$ cat src/rtl/wb_stage_ext.sv
// wb_stage_ext: write-back stage for the 5-stage ARM pipeline.
// Registers each instruction leaving Memory, selects ALU / load / link result,
// extends sub-word loads, waits for late load data and counts retirements.
module wb_stage_ext #(
   parameter int unsigned WORD  = 32,
   parameter int unsigned RADDR = 4,
   parameter int unsigned CNT_W = 32
) (
   input  logic             iw_clk,
   input  logic             iw_rst_n,
   input  logic             in_valid,
   output logic             in_ready,
   input  logic             flush,
   input  logic [WORD-1:0]  pc_in,
   input  logic [WORD-1:0]  alu_result,
   input  logic [WORD-1:0]  read_data,
   input  logic             mem_ready,
   input  logic [1:0]       wb_sel,
   input  logic [1:0]       ld_size,
   input  logic             ld_signed,
   input  logic             reg_write_in,
   input  logic [RADDR-1:0] rd_in,
   output logic [WORD-1:0]  pc_out,
   output logic [WORD-1:0]  write_data,
   output logic [RADDR-1:0] rd_out,
   output logic             reg_write_out,
   output logic             wb_valid,
   output logic [CNT_W-1:0] retired_count
);

   typedef enum logic [1:0] {
      EMPTY    = 2'd0,
      WAIT_MEM = 2'd1,
      COMMIT   = 2'd2
   } state_t;

   state_t state, state_nxt;

   // Instruction context held while waiting for late load data.
   // Only the fields a pending load can still need are kept.
   logic [WORD-1:0]  pc_q;
   logic [1:0]       off_q;
   logic [1:0]       size_q;
   logic             signed_q;
   logic             regw_q;
   logic [RADDR-1:0] rd_q;

   logic             accept;
   logic             go_wait;
   logic             acc_commit;
   logic             mem_done;
   logic [WORD-1:0]  res;

   // Pick the addressed byte/half/word of the load data and extend to WORD.
   function automatic logic [WORD-1:0] ld_extend(
      input logic [WORD-1:0] d,
      input logic [1:0]      off,
      input logic [1:0]      sz,
      input logic            sgn
   );
      logic [7:0]      b;
      logic [15:0]     h;
      logic [WORD-1:0] r;
      case (off)
         2'd0:    b = d[7:0];
         2'd1:    b = d[15:8];
         2'd2:    b = d[23:16];
         default: b = d[31:24];
      endcase
      h = off[1] ? d[31:16] : d[15:0];
      case (sz)
         2'b01: begin
            r       = {WORD{sgn & h[15]}};
            r[15:0] = h;
         end
         2'b10: begin
            r      = {WORD{sgn & b[7]}};
            r[7:0] = b;
         end
         default: begin
            r       = {WORD{sgn & d[31]}};
            r[31:0] = d[31:0];
         end
      endcase
      return r;
   endfunction

   // Handshake qualifiers; flush overrides both accept and late data.
   always_comb begin
      accept     = in_valid & in_ready & ~flush;
      go_wait    = accept & (wb_sel == 2'b01) & ~mem_ready;
      acc_commit = accept & ~go_wait;
      mem_done   = (state == WAIT_MEM) & mem_ready & ~flush;
   end

   // Result for the commit being scheduled: current inputs on a direct
   // accept, held context plus late read_data when leaving WAIT_MEM.
   always_comb begin
      res = '0;
      if (acc_commit) begin
         case (wb_sel)
            2'b01:   res = ld_extend(read_data, alu_result[1:0], ld_size, ld_signed);
            2'b10:   res = pc_in + WORD'(4);
            default: res = alu_result;
         endcase
      end else begin
         res = ld_extend(read_data, off_q, size_q, signed_q);
      end
   end

   // State register.
   always_ff @(posedge iw_clk or negedge iw_rst_n) begin
      if (!iw_rst_n) state <= EMPTY;
      else           state <= state_nxt;
   end

   // Next-state logic.
   always_comb begin
      state_nxt = state;
      case (state)
         WAIT_MEM: begin
            if (flush)          state_nxt = EMPTY;
            else if (mem_ready) state_nxt = COMMIT;
            else                state_nxt = WAIT_MEM;
         end
         default: begin
            if (go_wait)         state_nxt = WAIT_MEM;
            else if (acc_commit) state_nxt = COMMIT;
            else                 state_nxt = EMPTY;
         end
      endcase
   end

   // Output logic: only in_ready is combinational.
   always_comb begin
      in_ready = (state != WAIT_MEM);
   end

   // Capture instruction context on every accept.
   always_ff @(posedge iw_clk or negedge iw_rst_n) begin
      if (!iw_rst_n) begin
         pc_q     <= '0;
         off_q    <= '0;
         size_q   <= '0;
         signed_q <= 1'b0;
         regw_q   <= 1'b0;
         rd_q     <= '0;
      end else if (accept) begin
         pc_q     <= pc_in;
         off_q    <= alu_result[1:0];
         size_q   <= ld_size;
         signed_q <= ld_signed;
         regw_q   <= reg_write_in;
         rd_q     <= rd_in;
      end
   end

   // Registered commit outputs and retirement counter.
   always_ff @(posedge iw_clk or negedge iw_rst_n) begin
      if (!iw_rst_n) begin
         pc_out        <= '0;
         write_data    <= '0;
         rd_out        <= '0;
         reg_write_out <= 1'b0;
         wb_valid      <= 1'b0;
         retired_count <= '0;
      end else begin
         wb_valid      <= 1'b0;
         reg_write_out <= 1'b0;
         if (wb_valid) retired_count <= retired_count + CNT_W'(1);
         if (acc_commit) begin
            wb_valid      <= 1'b1;
            reg_write_out <= reg_write_in;
            write_data    <= res;
            rd_out        <= rd_in;
            pc_out        <= pc_in;
         end else if (mem_done) begin
            wb_valid      <= 1'b1;
            reg_write_out <= regw_q;
            write_data    <= res;
            rd_out        <= rd_q;
            pc_out        <= pc_q;
         end
      end
   end

endmodule

$ cat config.mk
export PLATFORM = sky130hd
export DESIGN_NAME = wb_stage_ext
export DESIGN_NICKNAME = d
export VERILOG_FILES = /design/src/rtl/wb_stage_ext.sv
export SDC_FILE = /design/constraint.sdc
export NUM_CORES = 1
export LEC_CHECK = 0
export CAP_MARGIN = 25
export CORE_MARGIN = 2
export CORE_UTILIZATION = 49
export DETAILED_ROUTE_END_ITERATION = 12
export GPL_TIMING_DRIVEN = 0
export PLACE_DENSITY = 0.79
export REMOVE_ABC_BUFFERS = 1
export SYNTH_ARGS = -nofsm -noshare
export SYNTH_HDL_FRONTEND = slang
export SYNTH_SLANG_ARGS = --single-unit
$ cat constraint.sdc
create_clock -name iw_clk -period 2.4 [get_ports iw_clk]
set_input_delay 0.6 -clock iw_clk [delete_from_list [all_inputs] [get_ports iw_clk]]
set_output_delay 0.6 -clock iw_clk [all_outputs]
set_load 0.005 [all_outputs]
# --- Word-level counts from Yosys, hierarchy flattened ---
# Cells that the tools add are included.
totals:
  output_inout_bits: 103
  reg_bits: 146
  input_bits: 111
classes:
  n_eq_ne: 12
  n_mux: 26
  n_reduce_logical: 3
  n_bitwise: 14
  addsub: 2
op_table:
  columns: ["op", "count"]
  rows:
  - ["$pmux 32 s2", 3]
  - ["$mux 32", 5]
  - ["$pmux 8 s3", 2]
  - ["$add 32x1->32 const B", 1]
  - ["$add 32x3->32 const B", 1]
  - ["$mux 16", 2]
  - ["$mux 8", 3]
  - ["$eq 2x1->1 const B", 6]
  - ["$and 1x1->1", 11]
  - ["$eq 2x2->1 const B", 5]
  - ["$mux 2", 5]
  - ["$mux 4", 2]
  - ["$logic_not 2->1", 2]
  - ["$mux 1", 4]
  - ["$not 1->1", 3]
  - ["$ne 2x1->1 const B", 1]
  - ["$reduce_bool 2->1", 1]

# --- Longest topological paths before layout ---
# Gate-level depths: netlist of the first run.
depth:
  depth_word: 14
  ltp_mapped: 9
  depth_no_buf: 8

# --- Least setup slack after synthesis of the first run ---
# OpenSTA, ideal clock, no wires.
synth_timing:
  path_type: "in2reg"
  startpoint: "input ld_size[0]"
  endpoint: "register write_data[0]"
  cell_stages: 9
  arrival_ns: 2.193
  t_required_ns: 2.264
  path_slack_ns: 0.071
  n_path_buf: 1
  cell_sequence: "inv_1 > ha_1 > nor2b_1 > or2_1 > buf_2 > a21o_1 > and3_1 > a2111oi_0 > o22ai_1"
synth_via:
  elab_chain_cells: 6
synth_rtl:
  columns: ["element", "line", "text"]
  rows:
  - ["from (decl)", "19", "input logic [1:0] ld_size,"]
  - ["$eq 2x2->1 / $eq 2x1->1 (equally long branches)", "71", "case (sz)"]
  - ["$pmux 32 s2 (*)", "71", null]
  - ["$pmux 32 s2 (*)", "101", "case (wb_sel)"]
  - ["$mux 32 (*)", "100", "if (acc_commit) begin"]
  - ["$mux 32", "177", "end else if (mem_done) begin"]
  - ["$mux 32 (*)", "171", "if (acc_commit) begin"]
  - ["to (signal assigned)", "174", "write_data <= res;"]
  - ["to (signal assigned)", "180", "write_data <= res;"]
  - ["to (decl)", "24", "output logic [WORD-1:0] write_data,"]
# Mark *: on every way between the ends. The rest lies on a longest branch, timed or not. The select of a mux whose other input is x is not followed.
# A chain may end at the register's enable or synchronous reset.

# --- Worst setup path after layout of the first run ---
layout_timing:
  startpoint: "input wb_sel[0]"
  endpoint: "register write_data[14]"
layout_via:
  elab_chain_cells: 8
layout_rtl:
  columns: ["element", "line", "text"]
  rows:
  - ["from (decl)", "18", "input logic [1:0] wb_sel,"]
  - ["$eq 2x1->1", "91, 101", null]
  - ["$and 1x1->1 (2 in a row)", "91", "go_wait = accept & (wb_sel == 2'b01) & ~mem_ready;"]
  - ["$not 1->1", "92", "acc_commit = accept & ~go_wait;"]
  - ["$and 1x1->1", "92", null]
  - ["$mux 32", "100", null]
  - ["$mux 32", "177", null]
  - ["$mux 32", "171", null]
# Several ways; a longest one is shown, not always the timed one. The select of a mux whose other input is x is not followed.

==> impl_metrics.yaml, run 1 <==
sta:
  maxSlewHeadroom: 0.530
  min_period_over_period: 0.974
  setup_tns_ns: 0
  skew_ns: 0.00796
  rsz0062_at_grt: "false"
  setup-violations-final: 0
  fmax_mhz: 428
  tightest_slew_ns: 0.705
  fin_crit_ns: 2.34
  maxSlewViolCount: 0
  hold_viol: 0
grt:
  grt_pass1_wl_um: 40900
  grt_pass1_vias: 7438
  grt_max_degree: 85
  grt.total_usage: 0.298
  antenna_found_initial: 0
  overflow: 0
synthesis:
  ys_ff_latch: 146
  syn-mean-instance-area_um2: 9.75
  yosys_warnings: 0
  synth_cells: 832
  synth-async-reset-ratio: 1.00
  ys.flop_type: "dfrtp_1"
  ys_seq_area_frac: 0.450
  yosys.cell_types.count: 57
  synth_edf_count: 0
  synth_area_mm2: 0.00811
place:
  portBuffers: 213
  dpl.hpwl_um: 18900
  place.gp.congestion: 0.928
pwr:
  ir_worst_vdd_mv: 0.525
  p_leak_uw: 0.00472
  pwr_density_cell_mw_per_mm2: 669
setup_path:
  crit_type: "in -> reg"
  cp-start-kind: "input pin"
  cp.required_ns: 2.70
  critPathMaxFanout: 17
  ff2ff_path_depth: 7
  end_kind: "register"
  arrival_ns: 2.63
drt:
  drc: 0
  vias_per_cell: 6.24
  wl_per_cell_um: 21.2
  totalWireLength_um: 26900
  ant_nets: 0
  num_vias: 7907
  first_pass_iters: 6
  initialDrtViolationCount: 907
outcome:
  status: "complete, no violations"
clock_tree:
  clock-sinks: 146
  cts_tree: "yes"
  clk_latency_ns: 0.43
  cts-htree-levels: 4
  numCtsBuffers: 17
  path_clk_slew_ns: 0.06
  cts_root_buf: "clkbuf_16"
  cts_max_path_buffers: 2
floorplanning:
  die_h_um: 133
  die_w_um: 133
  core_area_mm2: 0.0164
  start_util: 0.494
  die-area_mm2: 0.0176
  rows: 47
  ios: 214
min_path:
  hp-class: "in -> async"
flow_run:
  maxCapViolations: 0
finish:
  syn_to_final_growth_pct: 40.7
  drive_above_1_share: 0.150
  layout.nets: 1153
  utilization: 0.696
worst max-delay path: stages:
cell and delay [ns]:
clkdlybuf4s50_1 0.53, inv_1 0.09, ha_4 0.44, clkinv_4 0.22, nand2_2 0.25, a221oi_1 0.09, a2111oi_1 0.41
cells in the mapped netlist (all sizes together) (11+ instances only):
cell type | n | area share
a21oi | 24 | 0.015
a31oi | 17 | 0.013
o22ai | 16 | 0.012
nand3 | 25 | 0.015
o221ai | 12 | 0.013
and2 | 11 | 0.0085
a222oi | 32 | 0.039
o21ai | 44 | 0.027
a211oi | 12 | 0.012
clkbuf | 36 | 0.017
xor2 | 21 | 0.023
inv | 46 | 0.021
xnor2 | 38 | 0.041
buf | 16 | 0.0097
mux2 | 53 | 0.074
a221oi | 15 | 0.016
dfrtp | 146 | 0.45
nand4 | 21 | 0.018
nand2 | 95 | 0.044
nor2 | 42 | 0.020
what timing repair did:
action                     4_1_cts  5_1_grt
cloned                           2        0
pin swaps                        4        0
gates resized for setup         40       26
setup endpoints to repair       58       25
hold buffers                     0        0
buffers inserted                11        2
layout by cell type (no fill, tap or decap), types with 7 or more instances in the layout:
cell type	Yosys	layout
a32oi_1	8	7
nand3_1	25	25
o22ai_1	16	16
and2_1	10	10
clkdlybuf4s50_1	0	204
o221ai_1	12	12
clkbuf_16	0	17
inv_1	46	44
o21ai_0	42	40
xor2_1	21	21
a31oi_1	17	16
xnor2_1	38	38
and3_1	9	8
nand2_1	95	91
a211oi_1	11	10
dfrtp_1	146	146
nor2_1	41	39
a21oi_1	24	24
nand4_1	19	19
buf_4	0	12
a222oi_1	32	32
a221oi_1	15	11
nor3_1	8	7
mux2_2	53	53
routing by layer:
layer / global-route usage / wire length (um) / vias to the layer above
met5: 0 / 0 / -
met4: 0.128 / 1080 / 0
met3: 0.0797 / 2920 / 88
met2: 0.464 / 12400 / 511
met1: 0.393 / 10500 / 3783
li1: - / - / 3525
final timing paths:
| kind | from | to | slack (ns) |
|---|---|---|---|
| min reg2reg | retired_count[31] | retired_count[31] | 0.47 |
| max | wb_sel[0] | write_data[14] | 0.06 |
| max reg2reg | size_q[0] | write_data[1] | 0.12 |
| max in group asynchronous | iw_rst_n | pc_out[2] | 1.44 |
| min | iw_rst_n | state[0] | 0.15 |
| min in group iw_clk | retired_count[31] | retired_count[31] | 0.47 |
sequential cells by signal (all words and copies together), names as in the netlist:
name,flops
state,2
signed_q,1
wb_valid,1
regw_q,1
pc_q,32
rd_q,4
write_data,32
off_q,2
size_q,2
pc_out,32
rd_out,4
retired_count,32
reg_write_out,1
layout make-up:
cell class,count,area (um2)
inverter,47,189
clock buffer,18,439
antenna,1,2.50
tap,220,275
timing repair inverter,2,12.5
sequential,146,3650
timing repair buffer,233,2420
multi-input combinational,587,4310
fill,1238,4990
clock inverter,14,119
logic make-up (layout without fill, tap and decap cells):
logic type	after synthesis	count (layout)	synth area share
buf+inv	99	314	0.0481
other cells	0	1	0
fa+ha+maj	8	8	0.0123
compound gates	220	220	0.199
xor+xnor	59	59	0.0637
flops	146	146	0.450
mux	56	56	0.0788
simple gates	244	244	0.147
power breakdown:
group | internal [uW] | switching [uW]
Sequential | 2830 | 275
Combinational | 1100 | 900
Clock | 1380 | 1150
Total | 5310 | 2330
metrics by stage:
| stage | hold slack (ns) | setup slack [ns] | cell area (um2) | std cells | power [uW] |
|---|---|---|---|---|---|
| final | 0.151 | 0.0629 | 11400 | 1268 | 7640 |
| after global routing | 0.200 | 0.00366 | 11400 | 1267 | 7960 |
| after CTS | 0.168 | -0.000389 | 11300 | 1265 | 7620 |
| after detailed placement | 0.457 | -1.22 | 10500 | 1220 | 5020 |
| after global placement | 0.455 | -5.25 | 10300 | 1213 | 4950 |
| after floorplan | 0.304 | -1.85 | 7900 | 780 | 3880 |
Power figures use the tool's default switching activity.
==> run 2: changes to the inputs <==
Settings changed: SLEW_MARGIN from default to 10.
==> run 2 against run 1 <==
Final area up 0.19%. Cell count increased by 0.24%. Largest power group unchanged. Critical path type unchanged. Global-route usage rose by 0.26 points. Critical path depth rose by 2. Register-to-register slack improved by 0.04 ns.
==> impl_metrics.yaml, run 2 (synthesized netlist as in run 1, its figures left out) <==
grt:
  grt_pass1_vias: 7535
  grt.total_usage: 0.300
  antenna_found_initial: 0
  overflow: 0
  grt_max_degree: 85
  grt_pass1_wl_um: 41400
drt:
  met2WireLength_um: 12700
  num_vias: 7915
  totalWireLength_um: 27000
  drc: 0
  first_pass_iters: 7
  top_layer_used: "met4"
  ant_nets: 0
  m1WireLength_um: 10700
  wl_per_cell_um: 21.2
  initialDrtViolationCount: 896
  vias_per_cell: 6.23
  dr_wl_met3_um: 2630
sta:
  skew_ns: 0.0115
  min_period_over_period: 0.990
  rsz0062_at_grt: "true"
  fin_crit_ns: 2.38
  tightest_slew_ns: 0.697
  hold_viol: 0
  setup_tns_ns: 0
  fmax_mhz: 421
  setup-violations-final: 0
  maxSlewViolCount: 0
  maxSlewHeadroom: 0.535
setup_path:
  cp_slowest_cell: "clkdlybuf4s50_1"
  critPathMaxFanout: 12
  cp_top_family: "simple AND/OR/NAND/NOR gates"
  cpPeakStageDelay_ns: 0.52
  reg2reg_from: "size_q[0]"
  arrival_ns: 2.68
  ff2ff_path_depth: 7
  crit_type: "in -> reg"
  reg2reg_to: "write_data[1]"
  cp-start-kind: "input pin"
  rrSetupSlack_ns: 0.16
  cp_num_buf_inv: 2
  end_kind: "register"
  cp.required_ns: 2.70
  worstPathCellList: "clkdlybuf4s50_1 -> inv_1 -> ha_4 -> nor2b_4 -> or3_4 -> nor2_4 -> nand2_1 -> a221oi_1 -> a211oi_1"
finish:
  syn_to_final_growth_pct: 41.0
  mostFrequentLayoutCells: "clkdlybuf4s50_1 (204), dfrtp_1 (146), nand2_1 (91), mux2_2 (53), inv_1 (43)"
  stdcell_count: 1271
  drive_above_1_share: 0.155
  final_common_cell: "clkdlybuf4s50_1"
  diodes: 0
  layout.nets: 1157
clock_tree:
  clk_latency_ns: 0.44
  path_clk_slew_ns: 0.06
  postCtsHoldBufs: 0
  numCtsBuffers: 17
  cts-htree-levels: 4
  cts_max_path_buffers: 2
  cts_root_buf: "clkbuf_16"
  cts_tree: "yes"
  clock-sinks: 146
floorplanning:
  rows: 47
  die_w_um: 133
  ios: 214
  die_h_um: 133
  start_util: 0.494
  die-area_mm2: 0.0176
  core_area_mm2: 0.0164
pwr:
  pwr_density_cell_mw_per_mm2: 663
  p_leak_uw: 0.00473
  ir_worst_vdd_mv: 0.496
place:
  dpl.cell_count: 1221
  dpl.hpwl_um: 18900
  place.gp.congestion: 0.928
  portBuffers: 213
flow_run:
  maxCapViolations: 0
outcome:
  status: "complete, no violations"
min_path:
  hp-class: "in -> async"
[run 2: cell types whose count changed in the layout (fill, tap and decap cells not counted), sizes merged]
cell          before  now
inv               51   48
clkinvlp           5    7
diode              1    0
clkbuf            18   19
dlygate4sd2        1    0
buf               21   25
dlymetal6s2s       6    7
[run 2: power breakdown]
group	switching [uW]	leakage, uW	internal, uW
clock	1100	0.000261	1360
combinational	905	0.00267	1110
sequential	275	0.00180	2830
[run 2: timing repair]
| action | 4_1_cts | 5_1_grt |
|---|---|---|
| setup endpoints to repair | 58 | 32 |
| gates resized for setup | 34 | 36 |
| buffers inserted | 10 | 6 |
| pin swaps | 4 | 4 |
| cloned | 2 | 0 |
[run 2: layer usage]
| metal | track usage | up-vias |
|---|---|---|
| met3 | 0.0885 | 81 |
| met5 | 0 | - |
| met4 | 0.133 | 0 |
| met2 | 0.472 | 453 |
| li1 | - | 3528 |
| met1 | 0.386 | 3853 |
[run 2: stage by stage]
step                      hold WS, ns  cell area (um2)  power, uW   util  worst slack (ns)
after floorplan                 0.304             7900       3880      -             -1.85
after global placement          0.455            10300       4950  0.628             -5.25
after global routing            0.133            11400       7920  0.697           -0.0397
final                           0.101            11400       7590  0.697            0.0240
after CTS                       0.115            11300       7550  0.686           -0.0695
after detailed placement        0.457            10500       5020  0.640             -1.22
[run 2: how the worst max path moves through the flow]
| stage | from | endpoint | slack, ns | depth (start not counted) |
|---|---|---|---|---|
| 5_1_grt | wb_sel[1] | write_data[28] | -0.04 | 9 |
| 3_3_place_gp | iw_rst_n | pc_out[6] | -5.25 | 1 |
| 3_5_place_dp | wb_sel[0] | write_data[10] | -1.22 | 8 |
| 6_report | wb_sel[1] | write_data[28] | 0.02 | 9 |
| 4_1_cts | wb_sel[0] | write_data[14] | -0.07 | 7 |
| 2_1_floorplan | flush | write_data[10] | -1.85 | 6 |
[run 2: cell type report]
class / instances / area, um2
repair inverters: 2 / 12.5
fillers: 1239 / 4970
flip-flops and latches: 146 / 3650
multi-input cells: 587 / 4320
inverters: 47 / 189
clock inverters: 13 / 103
clock buffers: 19 / 443
well taps: 220 / 275
repair buffers: 237 / 2440
